## config.mk

```make
export PLATFORM = sky130hd
export DESIGN_NAME = rob_nway_flat
export DESIGN_NICKNAME = d
export VERILOG_FILES = /design/src/rtl/rob_pkg.sv /design/src/rtl/rob_nway_if.sv /design/src/rtl/rob_retire_select.sv /design/src/rtl/rob_nway.sv /design/src/flat_wrapper.sv
export SDC_FILE = /design/constraint.sdc
export NUM_CORES = 2
export LEC_CHECK = 0
export ABC_AREA = 1
export CAP_MARGIN = 20
export CORE_UTILIZATION = 45
export CTS_BUF_LIST = sky130_fd_sc_hd__clkbuf_4 sky130_fd_sc_hd__clkbuf_8
export DETAILED_ROUTE_END_ITERATION = 7
export SYNTH_ARGS = -nofsm -noshare
export SYNTH_HDL_FRONTEND = slang
export SYNTH_HIERARCHICAL = 1
export SYNTH_SLANG_ARGS = --single-unit
```

## constraint.sdc

```tcl
create_clock -name clock -period 8.5 [get_ports clock]
set_clock_uncertainty 0.15 [all_clocks]
set_input_delay 1.7 -clock clock [delete_from_list [all_inputs] [get_ports clock]]
set_output_delay 1.7 -clock clock [all_outputs]
set_load 0.02 [all_outputs]
```

## src/rtl/rob_pkg.sv

```systemverilog
`default_nettype none
// ----------------------------------------------------------------------------
// rob_pkg : shared types, default sizes and wrap-distance helper for rob_nway
// Rev 1.0
// ----------------------------------------------------------------------------
package rob_pkg;

  localparam int c_num_rob = 32;
  localparam int c_width   = 2;
  localparam int c_num_cdb = 2;
  localparam int c_pr_w    = 6;
  localparam int c_arch_w  = 5;

  typedef struct packed {
    logic                valid;
    logic                complete;
    logic                halt;
    logic [c_pr_w-1:0]   T;
    logic [c_pr_w-1:0]   Told;
    logic [c_arch_w-1:0] dest;
  } ROB_ENTRY_t;

  typedef struct packed {
    logic                valid;
    logic                halt;
    logic [c_pr_w-1:0]   T;
    logic [c_pr_w-1:0]   Told;
    logic [c_arch_w-1:0] dest;
  } ROB_DISPATCH_t;

  typedef struct packed {
    logic                valid;
    logic [c_pr_w-1:0]   T;
    logic [c_pr_w-1:0]   Told;
    logic [c_arch_w-1:0] dest;
  } ROB_RETIRE_t;

  // Forward distance from a to b on a ring of n entries (n is a power of two).
  function automatic logic [31:0] rob_dist(input logic [31:0] a,
                                           input logic [31:0] b,
                                           input int unsigned n);
    return (b - a) & (n - 32'd1);
  endfunction

endpackage
`default_nettype wire

```

## src/rtl/rob_nway_if.sv

```systemverilog
`default_nettype none
// ----------------------------------------------------------------------------
// rob_nway_if : dispatch / completion / rollback / retire bundle of rob_nway
// Rev 1.0
// ----------------------------------------------------------------------------
interface rob_nway_if import rob_pkg::*; #(
  parameter int NUM_ROB = c_num_rob,
  parameter int WIDTH   = c_width,
  parameter int NUM_CDB = c_num_cdb,
  parameter int PR_W    = c_pr_w,
  parameter int ARCH_W  = c_arch_w
) ();

  localparam int IDX_W = $clog2(NUM_ROB);

  logic [WIDTH-1:0]                dispatch_valid;
  logic [WIDTH-1:0][PR_W-1:0]      dispatch_T;
  logic [WIDTH-1:0][PR_W-1:0]      dispatch_Told;
  logic [WIDTH-1:0][ARCH_W-1:0]    dispatch_dest;
  logic [WIDTH-1:0]                dispatch_halt;
  logic                            dispatch_ready;
  logic [WIDTH-1:0][IDX_W-1:0]     dispatch_idx;

  logic [NUM_CDB-1:0]              complete_en;
  logic [NUM_CDB-1:0][IDX_W-1:0]   complete_idx;

  logic                            rollback_en;
  logic [IDX_W-1:0]                rollback_idx;

  logic [WIDTH-1:0]                retire_valid;
  logic [WIDTH-1:0][PR_W-1:0]      retire_T;
  logic [WIDTH-1:0][PR_W-1:0]      retire_Told;
  logic [WIDTH-1:0][ARCH_W-1:0]    retire_dest;
  logic                            halt_out;
  logic                            empty;
  logic                            full;

  modport master (
    output dispatch_valid, dispatch_T, dispatch_Told, dispatch_dest, dispatch_halt,
    output complete_en, complete_idx, rollback_en, rollback_idx,
    input  dispatch_ready, dispatch_idx,
    input  retire_valid, retire_T, retire_Told, retire_dest, halt_out, empty, full
  );

  modport slave (
    input  dispatch_valid, dispatch_T, dispatch_Told, dispatch_dest, dispatch_halt,
    input  complete_en, complete_idx, rollback_en, rollback_idx,
    output dispatch_ready, dispatch_idx,
    output retire_valid, retire_T, retire_Told, retire_dest, halt_out, empty, full
  );

endinterface
`default_nettype wire

```

## src/rtl/rob_retire_select.sv

```systemverilog
`default_nettype none
// ----------------------------------------------------------------------------
// rob_retire_select : in-order retire prefix over the WIDTH oldest ROB entries
// Rev 1.0
// ----------------------------------------------------------------------------
module rob_retire_select import rob_pkg::*; #(
  parameter int WIDTH = c_width,
  parameter int CNT_W = 6
) (
  input  wire logic             i_en,
  input  wire logic             i_halted,
  input  wire logic [WIDTH-1:0] i_head_valid,
  input  wire logic [WIDTH-1:0] i_head_complete,
  input  wire logic [WIDTH-1:0] i_head_halt,
  output logic      [WIDTH-1:0] o_retire_valid,
  output logic      [CNT_W-1:0] o_retire_cnt,
  output logic                  o_halt_retire
);

  logic w_run;

  // A halt may retire, but it closes the group behind it.
  always_comb begin
    w_run          = i_en & ~i_halted;
    o_retire_valid = '0;
    o_retire_cnt   = '0;
    o_halt_retire  = 1'b0;
    for (int k = 0; k < WIDTH; k++) begin
      w_run             = w_run & i_head_valid[k] & i_head_complete[k];
      o_retire_valid[k] = w_run;
      if (w_run) begin
        o_retire_cnt = o_retire_cnt + CNT_W'(1);
        if (i_head_halt[k]) o_halt_retire = 1'b1;
      end
      w_run = w_run & ~i_head_halt[k];
    end
  end

endmodule
`default_nettype wire

```

## src/rtl/rob_nway.sv

```systemverilog
`default_nettype none
// ----------------------------------------------------------------------------
// rob_nway : N-way reorder buffer with multi-port completion, rollback, halt
// Rev 1.0
// ----------------------------------------------------------------------------
module rob_nway import rob_pkg::*; #(
  parameter int NUM_ROB = c_num_rob,
  parameter int WIDTH   = c_width,
  parameter int NUM_CDB = c_num_cdb,
  parameter int PR_W    = c_pr_w,
  parameter int ARCH_W  = c_arch_w
) (
  input  wire logic   clock,
  input  wire logic   reset_n,
  input  wire logic   en,
  rob_nway_if.slave   bus
);

  localparam int IDX_W = $clog2(NUM_ROB);
  localparam int CNT_W = $clog2(NUM_ROB + 1);

  logic [IDX_W-1:0]   r_head;
  logic [IDX_W-1:0]   r_tail;
  logic [CNT_W-1:0]   r_count;
  logic [NUM_ROB-1:0] r_valid;
  logic [NUM_ROB-1:0] r_complete;
  logic [NUM_ROB-1:0] r_halt;
  logic               r_halted;
  logic [PR_W-1:0]    r_T    [NUM_ROB];
  logic [PR_W-1:0]    r_Told [NUM_ROB];
  logic [ARCH_W-1:0]  r_dest [NUM_ROB];

  logic [WIDTH-1:0][IDX_W-1:0] w_lane_idx;
  logic [WIDTH-1:0][IDX_W-1:0] w_disp_idx;
  logic [WIDTH-1:0]            w_head_valid;
  logic [WIDTH-1:0]            w_head_complete;
  logic [WIDTH-1:0]            w_head_halt;
  logic [WIDTH-1:0]            w_ret_valid;
  logic [CNT_W-1:0]            w_ret_cnt;
  logic                        w_halt_ret;
  logic [CNT_W-1:0]            w_free;
  logic                        w_ready;
  logic [CNT_W-1:0]            w_disp_cnt;
  logic                        w_rb;
  logic [IDX_W-1:0]            w_rb_dist;
  logic [IDX_W-1:0]            w_head_n;
  logic [IDX_W-1:0]            w_tail_n;
  logic [CNT_W-1:0]            w_count_n;
  logic [NUM_ROB-1:0]          w_valid_n;
  logic [NUM_ROB-1:0]          w_complete_n;
  logic [NUM_ROB-1:0]          w_halt_n;

  for (genvar k = 0; k < WIDTH; k++) begin : g_lane
    assign w_lane_idx[k]      = r_head + IDX_W'(k);
    assign w_disp_idx[k]      = r_tail + IDX_W'(k);
    assign w_head_valid[k]    = r_valid[w_lane_idx[k]];
    assign w_head_complete[k] = r_complete[w_lane_idx[k]];
    assign w_head_halt[k]     = r_halt[w_lane_idx[k]];
    assign bus.dispatch_idx[k] = w_disp_idx[k];
    assign bus.retire_T[k]     = w_ret_valid[k] ? r_T[w_lane_idx[k]]    : '0;
    assign bus.retire_Told[k]  = w_ret_valid[k] ? r_Told[w_lane_idx[k]] : '0;
    assign bus.retire_dest[k]  = w_ret_valid[k] ? r_dest[w_lane_idx[k]] : '0;
  end

  rob_retire_select #(
    .WIDTH (WIDTH),
    .CNT_W (CNT_W)
  ) u_retire_select (
    .i_en            (en),
    .i_halted        (r_halted),
    .i_head_valid    (w_head_valid),
    .i_head_complete (w_head_complete),
    .i_head_halt     (w_head_halt),
    .o_retire_valid  (w_ret_valid),
    .o_retire_cnt    (w_ret_cnt),
    .o_halt_retire   (w_halt_ret)
  );

  // No bypass from same-cycle retire: readiness uses registered occupancy only.
  assign w_free    = CNT_W'(NUM_ROB) - r_count;
  assign w_ready   = en & ~bus.rollback_en & ~r_halted & (w_free >= CNT_W'(WIDTH));
  assign w_rb      = en & bus.rollback_en & r_valid[bus.rollback_idx];
  assign w_rb_dist = IDX_W'(rob_dist(32'(r_head), 32'(bus.rollback_idx), NUM_ROB));

  assign bus.dispatch_ready = w_ready;
  assign bus.retire_valid   = w_ret_valid;
  assign bus.halt_out       = w_halt_ret;
  assign bus.empty          = (r_count == '0);
  assign bus.full           = (r_count == CNT_W'(NUM_ROB));

  always_comb begin
    w_valid_n    = r_valid;
    w_complete_n = r_complete;
    w_halt_n     = r_halt;
    w_disp_cnt   = '0;

    for (int p = 0; p < NUM_CDB; p++) begin
      if (en && bus.complete_en[p] && r_valid[bus.complete_idx[p]])
        w_complete_n[bus.complete_idx[p]] = 1'b1;
    end

    for (int k = 0; k < WIDTH; k++) begin
      if (w_ret_valid[k]) begin
        w_valid_n[w_lane_idx[k]]    = 1'b0;
        w_complete_n[w_lane_idx[k]] = 1'b0;
        w_halt_n[w_lane_idx[k]]     = 1'b0;
      end
    end

    // Anything younger than the branch (further from head) is flushed.
    if (w_rb) begin
      for (int i = 0; i < NUM_ROB; i++) begin
        if (IDX_W'(rob_dist(32'(r_head), 32'(i), NUM_ROB)) > w_rb_dist) begin
          w_valid_n[i]    = 1'b0;
          w_complete_n[i] = 1'b0;
          w_halt_n[i]     = 1'b0;
        end
      end
    end

    if (w_ready) begin
      for (int k = 0; k < WIDTH; k++) begin
        if (bus.dispatch_valid[k]) begin
          w_valid_n[w_disp_idx[k]]    = 1'b1;
          w_complete_n[w_disp_idx[k]] = 1'b0;
          w_halt_n[w_disp_idx[k]]     = bus.dispatch_halt[k];
          w_disp_cnt                  = w_disp_cnt + CNT_W'(1);
        end
      end
    end

    w_head_n = r_head + IDX_W'(w_ret_cnt);
    if (w_rb) begin
      w_tail_n  = bus.rollback_idx + IDX_W'(1);
      w_count_n = CNT_W'(w_rb_dist) + CNT_W'(1) - w_ret_cnt;
    end else begin
      w_tail_n  = r_tail + IDX_W'(w_disp_cnt);
      w_count_n = r_count + w_disp_cnt - w_ret_cnt;
    end
  end

  always_ff @(posedge clock or negedge reset_n) begin
    if (!reset_n) begin
      r_head     <= '0;
      r_tail     <= '0;
      r_count    <= '0;
      r_valid    <= '0;
      r_complete <= '0;
      r_halt     <= '0;
      r_halted   <= 1'b0;
    end else begin
      r_head     <= w_head_n;
      r_tail     <= w_tail_n;
      r_count    <= w_count_n;
      r_valid    <= w_valid_n;
      r_complete <= w_complete_n;
      r_halt     <= w_halt_n;
      r_halted   <= r_halted | w_halt_ret;
    end
  end

  // Payload is only observed behind valid, so it carries no reset.
  always_ff @(posedge clock) begin
    for (int k = 0; k < WIDTH; k++) begin
      if (w_ready && bus.dispatch_valid[k]) begin
        r_T[w_disp_idx[k]]    <= bus.dispatch_T[k];
        r_Told[w_disp_idx[k]] <= bus.dispatch_Told[k];
        r_dest[w_disp_idx[k]] <= bus.dispatch_dest[k];
      end
    end
  end

endmodule
`default_nettype wire

```

## src/flat_wrapper.sv

```systemverilog
// flat-port wrapper written by rule: the top's interface ports become plain ports
module rob_nway_flat import rob_pkg::*;
#(
  parameter int NUM_ROB = c_num_rob,
  parameter int WIDTH   = c_width,
  parameter int NUM_CDB = c_num_cdb,
  parameter int PR_W    = c_pr_w,
  parameter int ARCH_W  = c_arch_w
)
  (clock, reset_n, en, bus_dispatch_valid, bus_dispatch_T, bus_dispatch_Told, bus_dispatch_dest, bus_dispatch_halt, bus_complete_en, bus_complete_idx, bus_rollback_en, bus_rollback_idx, bus_dispatch_ready, bus_dispatch_idx, bus_retire_valid, bus_retire_T, bus_retire_Told, bus_retire_dest, bus_halt_out, bus_empty, bus_full);
  rob_nway_if #(.NUM_ROB(NUM_ROB), .WIDTH(WIDTH), .NUM_CDB(NUM_CDB), .PR_W(PR_W), .ARCH_W(ARCH_W)) bus_i ();
  input  wire logic clock;
  input  wire logic reset_n;
  input  wire logic en;
  input wire logic [$bits(bus_i.dispatch_valid)-1:0] bus_dispatch_valid;
  input wire logic [$bits(bus_i.dispatch_T)-1:0] bus_dispatch_T;
  input wire logic [$bits(bus_i.dispatch_Told)-1:0] bus_dispatch_Told;
  input wire logic [$bits(bus_i.dispatch_dest)-1:0] bus_dispatch_dest;
  input wire logic [$bits(bus_i.dispatch_halt)-1:0] bus_dispatch_halt;
  input wire logic [$bits(bus_i.complete_en)-1:0] bus_complete_en;
  input wire logic [$bits(bus_i.complete_idx)-1:0] bus_complete_idx;
  input wire logic [$bits(bus_i.rollback_en)-1:0] bus_rollback_en;
  input wire logic [$bits(bus_i.rollback_idx)-1:0] bus_rollback_idx;
  output wire logic [$bits(bus_i.dispatch_ready)-1:0] bus_dispatch_ready;
  output wire logic [$bits(bus_i.dispatch_idx)-1:0] bus_dispatch_idx;
  output wire logic [$bits(bus_i.retire_valid)-1:0] bus_retire_valid;
  output wire logic [$bits(bus_i.retire_T)-1:0] bus_retire_T;
  output wire logic [$bits(bus_i.retire_Told)-1:0] bus_retire_Told;
  output wire logic [$bits(bus_i.retire_dest)-1:0] bus_retire_dest;
  output wire logic [$bits(bus_i.halt_out)-1:0] bus_halt_out;
  output wire logic [$bits(bus_i.empty)-1:0] bus_empty;
  output wire logic [$bits(bus_i.full)-1:0] bus_full;
  assign bus_i.dispatch_valid = bus_dispatch_valid;
  assign bus_i.dispatch_T = bus_dispatch_T;
  assign bus_i.dispatch_Told = bus_dispatch_Told;
  assign bus_i.dispatch_dest = bus_dispatch_dest;
  assign bus_i.dispatch_halt = bus_dispatch_halt;
  assign bus_i.complete_en = bus_complete_en;
  assign bus_i.complete_idx = bus_complete_idx;
  assign bus_i.rollback_en = bus_rollback_en;
  assign bus_i.rollback_idx = bus_rollback_idx;
  assign bus_dispatch_ready = bus_i.dispatch_ready;
  assign bus_dispatch_idx = bus_i.dispatch_idx;
  assign bus_retire_valid = bus_i.retire_valid;
  assign bus_retire_T = bus_i.retire_T;
  assign bus_retire_Told = bus_i.retire_Told;
  assign bus_retire_dest = bus_i.retire_dest;
  assign bus_halt_out = bus_i.halt_out;
  assign bus_empty = bus_i.empty;
  assign bus_full = bus_i.full;
  rob_nway #(.NUM_ROB(NUM_ROB), .WIDTH(WIDTH), .NUM_CDB(NUM_CDB), .PR_W(PR_W), .ARCH_W(ARCH_W)) u_core (.clock(clock), .reset_n(reset_n), .en(en), .bus(bus_i));
endmodule
```

==> metrics.md <==
| Metric | Value |
|---|---|
| Status | finished, violations left |
| Failing checks | design-rule violations |
| Min Hold Slack | 0.3523 ns |
| First-pass GRT wire length | 292.4 mm |
| Num rows | 116 |
| DR vias | 46730 |
| Post-layout min period | 8.282 ns |
| Post-Layout Inst Area | 49760 µm² |
| Register bit total from synthesis | 657 |
| GRT overflow | 0 |
| CP max FO | 65 |
| Reg2reg end | u_core/r_count[5] |
| Synth warn | 6 |
| Syn_area_per_cell | 7.532 µm² |
| FF-to-FF setup slack | 2.71 ns |
| Syn Inst Count | 6059 |
| Crit. Startpoint | u_core/r_head[1] |
| Clk slew on worst S/H paths | 0.06 ns |
| Number of synthesized flops with an enable pin | 544 |
| Clk buf depth | 3 |
| Final Wtd Congestion | 1.017 |
| I/O Pins | 109 |
| Final worst path period share | 97.44% |
| Pin count of the biggest net entering global routing | 235 |
| Final std cells w/o fill | 7327 |
| Setup crit start kind | flop |
| Final routed DRC violation total | 25 |
| Synth cell types | 47 |
| Initial antenna violation count | 5 |
| Total GRT Usage | 39.13% |
| Total Power | 20.02 mW |
| Reg2Reg Launch Point | u_core/r_head[0] |
| Initial Util | 45.50% |
| Pre-CTS setup slack | 1.355 ns |
| Area leader, netlist | edfxtp_1 |
| Post-synth top cells | o21ai_0, nand2_1, nor2_1 |
| Area Overhead vs Synth | 9.034% |
| Root buffer cell | clkbuf_8 |
| Area occupied by multi-input gates | 22950 µm² |
| Post-route ant nets | 0 |
| CTS tree | yes |
| Clk_lat worst skew | 0.82 ns |
| Final setup margin | 0.2177 ns |
| Vias in the first global route | 42170 |
| Final Net Count | 6050 |
| Total CTS buffers | 117 |
| CP endpoint | bus_retire_T[11] |
| Core Footprint | 100300 µm² |
| Path depth of the worst reg2reg path | 19 |
| Die area | 102700 µm² |
| CTS Hold Buffers Added | 0 |
| Initial DRC count | 7073 |
| Layout cells sized above 1 | 6.472% |
| Final hold viol count | 0 |
| RSZ-0062 raised after global routing | false |
| Top-area cell type share of the netlist area | 35.80% |
| Drt wl/cell | 28.06 µm |
| Total Wirelength | 205.6 mm |
| Layout fillers | 9826 |
| Die height | 320.5 µm |
| Largest cells by area after synthesis | edfxtp_1, o21ai_0, nand2_1, nor2_1, dfrtp_1 |
| P_leak | 19.37 nW |
| H-tree Lvls | 3 |
| Achievable Freq | 120.7 MHz |
| Placed Area | 47160 µm² |
| Cell Pwr Density | 402.3 nW/µm² |
| Netlist Area Pre-Place | 45640 µm² |
| Post-synthesis async set-or-reset flop share | 17.20% |
| Sequential area share after synthesis | 41.99% |
| Post-synth top flop | edfxtp_1 |
| HP Class | flop to flop |
| Placed cells | 7093 |
| Slew @ Worst Pin | 1.280 ns |
| Finished Core Util | 49.61% |
| Nature of the critical path endpoint | primary output |
| Peak VDD IR | 0.0004729 V |
| Slew HR | 14.66% |
| HPWL after DPL | 132.2 mm |
| CTS resizes | 0 |
| WP data arrival | 6.43 ns |
| Required time worst endpoint | 6.65 ns |
| TritonCTS sink count | 657 |
| Vias per Instance | 6.377 |
| Total area of sequential cells | 19180 µm² |
| Setup bufs post-CTS | 0 |
| Max_cap viols | 0 |
| Setup_tns | 0 ns |
| CP Class | flop to primary output |
| Most frequent cell after synthesis | o21ai_0 |
| Max Slew Vio Count | 0 |
| Die W | 320.5 µm |
| Drt first pass iters | 8 |
| Port buffer count | 108 |
| Final Setup Violations | 0 |
[cells by family after synthesis]
family	count (synthesis)	share of synthesized area, %
flip-flops	657	41.99
adder cells (fa/ha/maj)	129	3.636
AO/OA/AOI/OAI	1920	23.80
XOR/XNOR	47	0.9514
buffers and inverters	902	7.904
other	1	0.008217
AND/OR/NAND/NOR	2403	21.70
[worst min-delay path by stage]
stage | depth (start not counted) | startpoint | endpoint | slack (ns)
3_5_place_dp | 1 | u_core/r_halted | u_core/r_halted | 0.35
6_report | 1 | u_core/r_halted | u_core/r_halted | 0.35
5_1_grt | 1 | u_core/r_halted | u_core/r_halted | 0.39
3_3_place_gp | 1 | u_core/r_halted | u_core/r_halted | 0.34
4_1_cts | 1 | u_core/r_halted | u_core/r_halted | 0.36
2_1_floorplan | 1 | u_core/r_halted | u_core/r_halted | 0.31
[cell type report]
class	instances	share of cell area [%]
Multi-Input combinational cell	4503	46.13
Sequential cell	657	38.54
Timing Repair Buffer	216	4.285
Clock buffer	145	3.722
Tap cell	1357	3.412
Inverter	367	2.809
Clock inverter	76	1.076
Antenna cell	6	0.03018
[where the power goes]
| group | internal, mW | total, mW | leakage [nW] | switching, mW |
|---|---|---|---|---|
| clock | 1.62 | 3.13 | 1.23 | 1.51 |
| sequential | 3.74 | 4.11 | 6.40 | 0.377 |
| combinational | 3.61 | 12.8 | 11.7 | 9.17 |
[state kept, by name, indices dropped and copies added, names as in the netlist]
register	count
u_core/r_T	192
u_core/r_Told	192
u_core/r_complete	32
u_core/r_count	6
u_core/r_dest	160
u_core/r_halt	32
u_core/r_halted	1
u_core/r_head	5
u_core/r_tail	5
u_core/r_valid	32
[worst max-delay path: stages (launching register included)]
cell	delay, ns
dfrtp_4	0.82
inv_6	0.31
ha_4	0.41
inv_4	0.30
buf_4	0.71
buf_4	0.81
o21ai_0	0.20
o221ai_1	0.20
nand3_1	0.24
nand3_1	0.33
nand2_1	0.10
a21oi_1	0.42
clkdlybuf4s50_1	0.70
[layout by cell type (no fill, tap or decap), drive strengths merged, types with 28 or more instances in the layout]
cell | Yosys | routed
dfrtp | 113 | 113
clkinv | 4 | 60
inv | 363 | 367
nor2 | 865 | 865
ha | 123 | 123
nand2 | 1076 | 1076
buf | 205 | 109
o221ai | 209 | 209
a21oi | 161 | 161
o21ai | 1337 | 1337
clkbuf | 330 | 145
edfxtp | 544 | 544
nand4 | 107 | 107
xor2 | 39 | 39
o211ai | 75 | 75
nor3 | 55 | 55
clkdlybuf4s50 | 0 | 107
o22ai | 86 | 86
a31oi | 28 | 28
nand3 | 275 | 275
[per-layer routing]
metal,GRT usage (%),wire length [µm]
met5,0,10
met1,49.67,77060
met4,28.14,16900
met2,58.94,88490
met3,8.600,23170
Power figures use the tool's default switching activity.
